File: src/rtl/lbp_stream.sv
// Streaming 3x3 local binary pattern filter: RGB444 in, grey-rendered LBP code out, two-cycle latency.
// Optional build macro LBP_BYPASS_EN adds a bypass input that shows the window-centre gray instead.
module lbp_stream #(
  parameter int IMG_W = 400,
  parameter int IMG_H = 300
) (
  input  logic        clk,
  input  logic        rst,
  input  logic [11:0] pix_in,
  input  logic        pix_valid,
  input  logic        sof,
`ifdef LBP_BYPASS_EN
  input  logic        bypass,
`endif
  output logic [11:0] out_pix,
  output logic        out_valid,
  output logic        frame_done
);

  localparam int XW = (IMG_W > 1) ? $clog2(IMG_W) : 1;
  localparam int YW = (IMG_H > 1) ? $clog2(IMG_H) : 1;

  logic [XW-1:0] x_cnt, cur_x;
  logic [YW-1:0] y_cnt, cur_y;
  logic [7:0]    gsum;
  logic [3:0]    gray;
  logic [3:0]    lb_a [IMG_W];
  logic [3:0]    lb_b [IMG_W];
  logic [3:0]    win  [3][3];
  logic          v1, mask1, last1;
  logic [7:0]    code;
  logic [3:0]    centre;
  logic [11:0]   result;
  logic          spare_unused;

  // sof forces the current pixel to (0,0) whatever the counters say
  always_comb begin
    cur_x = sof ? '0 : x_cnt;
    cur_y = sof ? '0 : y_cnt;
  end

  always_comb begin
    gsum = 8'd5 * {4'd0, pix_in[11:8]} + 8'd9 * {4'd0, pix_in[7:4]} + 8'd2 * {4'd0, pix_in[3:0]};
    gray = gsum[7:4];
  end

  // lb_a holds the previous row, lb_b the row before that; contents are never reset
  always_ff @(posedge clk) begin
    if (pix_valid) begin
      lb_a[cur_x] <= gray;
      lb_b[cur_x] <= lb_a[cur_x];
    end
  end

  always_comb begin
    centre  = win[1][1];
    code[7] = (win[0][0] >= centre);
    code[6] = (win[0][1] >= centre);
    code[5] = (win[0][2] >= centre);
    code[4] = (win[1][2] >= centre);
    code[3] = (win[2][2] >= centre);
    code[2] = (win[2][1] >= centre);
    code[1] = (win[2][0] >= centre);
    code[0] = (win[1][0] >= centre);
    result  = {code[7:4], code[7:4], code[7:4]};
`ifdef LBP_BYPASS_EN
    if (bypass) result = {centre, centre, centre};
`endif
    if (mask1) result = 12'h000;
  end

  // Only the upper code nibble reaches the grey display
  assign spare_unused = ^{code[3:0], gsum[3:0]};

  always_ff @(posedge clk) begin
    if (rst) begin
      x_cnt      <= '0;
      y_cnt      <= '0;
      v1         <= 1'b0;
      mask1      <= 1'b0;
      last1      <= 1'b0;
      out_pix    <= 12'h000;
      out_valid  <= 1'b0;
      frame_done <= 1'b0;
      for (int r = 0; r < 3; r++)
        for (int c = 0; c < 3; c++)
          win[r][c] <= 4'd0;
    end else begin
      v1 <= pix_valid;
      if (pix_valid) begin
        if (cur_x == XW'(IMG_W - 1)) begin
          x_cnt <= '0;
          y_cnt <= (cur_y == YW'(IMG_H - 1)) ? '0 : cur_y + YW'(1);
        end else begin
          x_cnt <= cur_x + XW'(1);
          y_cnt <= cur_y;
        end
        mask1 <= (int'(cur_x) < 2) || (int'(cur_y) < 2);
        last1 <= (cur_x == XW'(IMG_W - 1)) && (cur_y == YW'(IMG_H - 1));
        for (int r = 0; r < 3; r++) begin
          win[r][0] <= win[r][1];
          win[r][1] <= win[r][2];
        end
        // New right-hand column: two rows up, one row up, current pixel
        win[0][2] <= lb_b[cur_x];
        win[1][2] <= lb_a[cur_x];
        win[2][2] <= gray;
      end
      out_valid  <= v1;
      frame_done <= v1 && last1;
      if (v1) out_pix <= result;
    end
  end

endmodule

File: config.mk
export PLATFORM = sky130hd
export DESIGN_NAME = lbp_stream
export DESIGN_NICKNAME = d
export VERILOG_FILES = /design/src/rtl/lbp_stream.sv
export SDC_FILE = /design/constraint.sdc
export NUM_CORES = 2
export LEC_CHECK = 0
export ABC_CLOCK_PERIOD_IN_PS = 22700
export BUFFER_PORTS_ARGS = -buffer_cell sky130_fd_sc_hd__buf_2
export CAP_MARGIN = 5
export CORE_MARGIN = 4
export CORE_UTILIZATION = 50
export DETAILED_ROUTE_END_ITERATION = 7
export PLACE_DENSITY_LB_ADDON = 0.05
export SYNTH_ARGS = -nofsm -noshare
export SYNTH_HDL_FRONTEND = slang
export SYNTH_SLANG_ARGS = --single-unit
File: constraint.sdc
create_clock -name clk -period 22.7 [get_ports clk]
set_input_delay 2.27 -clock clk [delete_from_list [all_inputs] [get_ports clk]]
set_output_delay 2.27 -clock clk [all_outputs]
set_load 0.01 [all_outputs]
==> After elaboration in Yosys (flattened, before gate mapping) <==
Memories as Yosys holds them, arrays and structs flattened.
Cells that the tools add are included.
{ "totals": {"wordCells": 58, "in_bits": 16, "ff_bits": 35, "memories": 3, "mem_bits_rw": 3236, "out_inout_bits": 14} }
{ "classes": {"multipliers": 2, "n_reduce_logical": 3, "n_bitwise": 9, "n_lt_le_gt_ge": 6, "mux": 21, "n_eq_ne": 2, "addsub": 4} }
{ "memory_table": {"columns": ["name", "depth", "word_bits", "rd", "rd_ports_with_merged_regs", "write_ports", "line_no", "source"], "rows": [
  ["lb_a", 400, 4, 1, 0, 1, "27", "logic [3:0] lb_a [IMG_W];"],
  ["lb_b", 400, 4, 1, 0, 1, "28", "logic [3:0] lb_b [IMG_W];"],
  ["win", 3, 12, 3, 0, 3, "29", "logic [3:0] win [3][3];"]
]} }
{ "ops": {"columns": ["op", "count"], "rows": [
  ["$mux 9", 5],
  ["$mux 4", 9],
  ["$add 9x1->9 const B", 2],
  ["$eq 9x9->1 const B", 2],
  ["$lt 9x2->1 const B", 2],
  ["$ge 4x4->1", 4],
  ["$mux 12", 1],
  ["$or 1x1->1", 9],
  ["$add 7x8->8", 1],
  ["$add 8x5->8", 1],
  ["$mul 4x4->8 const A", 1],
  ["$mul 3x4->7 const A", 1],
  ["$mux 1", 6],
  ["$logic_and 1x1->1", 2],
  ["$logic_or 1x1->1", 1]
]} }

==> Longest topological paths before layout <==
{ "logic_depth": {"ltp_word": 4, "mapped_depth": 16, "depth_no_buf": 14} }

==> Worst setup path before layout <==
No wires, ideal clock.
{ "synth_timing": {"kind": "in2reg", "start": "input port pix_in[4]", "end": "memory lb_a[0][3], data pin", "required_ns": 20.244, "setup_ns": 2.456, "stages": 14, "slack_ns": 4.217, "path_buffers": 0, "arrival_time_ns": 16.027, "path_cell_list": "ha_1 > ha_1 > inv_1 > fa_1 > inv_1 > fa_1 > ha_1 > and4b_1 > a21oi_1 > nor2b_1 > o21a_1 > o21a_1 > nor2_1 > xnor2_1"} }
{ "synth_between": {"elab_chain_cells": 3} }
{ "synth_lines": {"columns": ["element", "line_no", "source"], "rows": [
  ["start: declaration", "9", "input logic [11:0] pix_in,"],
  ["$mul 4x4->8", "43", "gsum = 8'd5 * {4'd0, pix_in[11:8]} + 8'd9 * {4'd0, pix_in[7:4]} + 8'd2 * {4'd0, pix_in[3:0]};"],
  ["$add 7x8->8", "43", null],
  ["$add 8x5->8", "43", null],
  ["named net gsum[7]", "25", "logic [7:0] gsum;"],
  ["end: declaration", "27", null]
]} }
The timed path passes the listed nets, and every way through them passes these cells.

==> Worst setup path after layout <==
{ "layout_timing": {"start": "input port sof", "end": "memory lb_b[246][2], data pin"} }
{ "layout_between": {"elab_chain_cells": 2} }
{ "layout_lines": {"columns": ["element", "line_no", "source"], "rows": [
  ["start: declaration", "11", "input logic sof,"],
  ["$mux 9", "38", "cur_x = sof ? '0 : x_cnt;"],
  ["$mem_v2 400x4", null, null],
  ["end: declaration", "28", null]
]} }
No other way between the ends.

==> metrics <==
status=completed; syn_nets=between 8000 and 9000; post-route insts no fill=~12000; Hold-fix buffers, CTS=0; buffer levels on the longest clock path=4; Fin. Hold Viols=0; Power Dens Cells=between 100 and 150 mW/mm2; count leader, synth=edfxtp_1; antenna violations before repair=24; Ys Warns=0; die area=~0.27 mm2; Mean Syn Cell Area=roughly 15 um2; flop2flop setup slack=roughly 14 ns; Layout Skew=around 0.094 ns; Crit Reg-Reg Endpoint=lb_b[246][2]; Top Layer Used=met5; maxcap violations=0; Reg clk slew, reported paths=0.06 ns; measured slew at the worst slew-check pin=between 1 and 1.5 ns; worst vdd ir=approximately 99 uV; First-pass DRT Iterations=8; Post-synth EDFFs=around 3200; Placed Cells=11811; IO buf count=29; Max Clock Freq=about 110 MHz; wl on met1=between 150000 and 200000 um; # DRC=0; most instantiated cells after synthesis=3220 x edfxtp_1, 1438 x nand2_1, 506 x o21ai_0; CTS tree=built; CP Cell Sequence=buf_4, nand2b_4, buf_4, buf_4, buf_12, a31oi_1, nor4_1, o22ai_1, o21ai_0, o211a_1, nand3_4, buf_4, buf_12; Antenna Nets Post-Route=0; CP Capture Point=lb_b[246][2]; Reg2Reg Depth=14; Worst path most repeated cell=buf_4; Final nets=between 8000 and 9000; CP Max Fanout=between 150 and 200; Post-Syn Instances=between 8000 and 9000; Die W=518.7 um; gr usage total=around 29%; I/O pin count=30; Yosys cell types=77; Max H-tree Level=5; detailed-route via count=just under 80000; Finished Cell Area=0.1445 mm2; first-pass GRT wire length=around 560000 um; Tot Pwr=approximately 14 mW; Hold WC Path Type=flop to flop; Starting Density=between 50 and 60%; leakage power figure=44.90 nW; CP Launch Point=sof; leading area contributor after synthesis=edfxtp_1; slew margin rel.=under 10%; routed length on met3=around 35000 um; vias in the first global route=around 76000; Setup Fix Bufs, Post-CTS=0; fin. max-slew vios=0; dominant cells by area after synthesis=edfxtp_1 74%, nand2_1 4.1%, mux2_2 3.5%; GRT overflow=0; number of buffers created by CTS=between 300 and 400; met2 WL=between 150000 and 200000 um; drt via density=approximately 6.4; Clock Latency Late Sink=approximately 0.98 ns; Main synth FF type=edfxtp_1; Core ar.=~0.26 mm2; Placement Cell Area=about 0.13 mm2; CTS Root Cell=clkbuf_16; CP Capture Type=flop; Area Overhead vs Synth=10.79%; clock sink total=between 3000 and 4000; die extent in y=roughly 520 um; final number of setup-violating endpoints=0; Post-DP HPWL=between 200000 and 250000 um; minimum clock period=roughly 9.2 ns; Worst EP arrival=9.70 ns; RePlAce Congestion=between 0.8 and 0.9; unrepaired setup endpoints after global routing=no; Initial DRC Count=about 11000; Seq/Total Area, Yosys=about 75%; Async SR Flop Fraction=0%; flops & latches, synth=between 3000 and 4000; Post-Route WL=about 400000 um; CP peak stage delay=just under 0.9 ns; post-synth top area share=roughly 74%; PostCTS Resize Cnt=0; Post-Syn Area=roughly 0.13 mm2; row cnt=187; slowest CP cell=o21ai_0; Critical Path RT=23.15 ns; CP Launch Type=primary input; largest net degree at the start of global routing=227; share of layout cells above drive strength 1=between 10% and 20%; crit path kind=primary input to flop; period utilization=about two fifths; average wire per standard cell=31.63 um; setup_tns=0 ns; worst reg2reg startpoint=x_cnt[0]
[metal layers]
metal	global-route usage [%]	vias to the layer above
li1	-	34021
met1	42.17	40947
met2	43.28	3866
met3	5.028	686
met4	9.725	6
met5	0	-
[how the worst min path moves through the flow]
stage          slack (ns)  cells past startpoint       end     start
6_report             0.47                      2  y_cnt[0]  y_cnt[0]
5_1_grt              0.49                      2  y_cnt[0]  y_cnt[0]
4_1_cts              0.47                      2  y_cnt[0]  y_cnt[0]
3_5_place_dp         0.46                      2  y_cnt[0]  y_cnt[0]
3_3_place_gp         0.44                      2  y_cnt[0]  y_cnt[0]
2_1_floorplan        0.42                      2     last1     last1
[logic make-up after synthesis]
kind of cell / after synthesis / synth area share, %
flops: 3247 / 74.56
simple gates: 2447 / 8.089
compound gates: 1875 / 9.551
buf+inv: 704 / 2.634
mux: 537 / 4.689
fa+ha+maj: 44 / 0.4624
xor+xnor: 3 / 0.02015
[where the power goes]
group | internal (mW) | total (mW) | switching (mW)
registers | 7.49 | 7.49 | 0.00660
clock network | 3.21 | 5.50 | 2.29
logic | 0.193 | 1.46 | 1.27
[state kept, by name, summed over array words and instances, names as in the netlist]
| register | cells |
|---|---|
| frame_done | 1 |
| last1 | 1 |
| lb_a | 1600 |
| lb_b | 1600 |
| mask1 | 1 |
| out_pix | 4 |
| out_valid | 1 |
| v1 | 1 |
| win | 20 |
| x_cnt | 9 |
| y_cnt | 9 |
[metrics by stage]
step / utilization [%] / setup WS [ns] / hold WS [ns]
after global placement: 51.49 / 12.64 / 0.4352
after floorplan: - / 4.217 / 0.4166
after detailed placement: 51.49 / 12.55 / 0.4611
after global routing: 55.67 / 13.21 / 0.4941
final: 55.68 / 13.46 / 0.4702
after CTS: 55.67 / 13.51 / 0.4677
[placed cells by master (no fill, tap or decap), drive strengths merged, types with 6 or more instances in the layout]
master  instances
mux4           18
a31oi         427
nor4          135
bufinv         27
nand4          13
inv            42
o41ai          32
clkbuf        444
nand3          57
buf           221
a211oi        279
nand2        1439
o221ai         39
mux2          411
mux2i         108
nor2b         275
diode          13
o21ai         515
dfxtp          27
nor3           22
o22a           14
or2            17
and2           14
ha             37
a221o          30
a21o           10
fa              7
a21oi          96
a221oi         14
nand2b          7
edfxtp       3220
o31ai           6
nor2          447
clkinv        135
o22ai         109
a311oi        251
a22oi          12
[critical path, delay by kind of cell]
kind	cells	cell delay, ns
AO/OA/AOI/OAI	4	1.57
buffers and inverters	6	3.29
AND/OR/NAND/NOR	3	1.74
[layout make-up]
type | count | area, um2
fill | 20619 | 115000
clock inverter | 170 | 1491
sequential | 3247 | 97240
tap | 3402 | 4257
clock buffer | 444 | 9354
inverter | 35 | 143.9
antenna | 13 | 32.53
timing repair buffer | 221 | 1827
multi-input combinational | 4906 | 30140
Note: power is estimated with default switching activity, not from simulation.
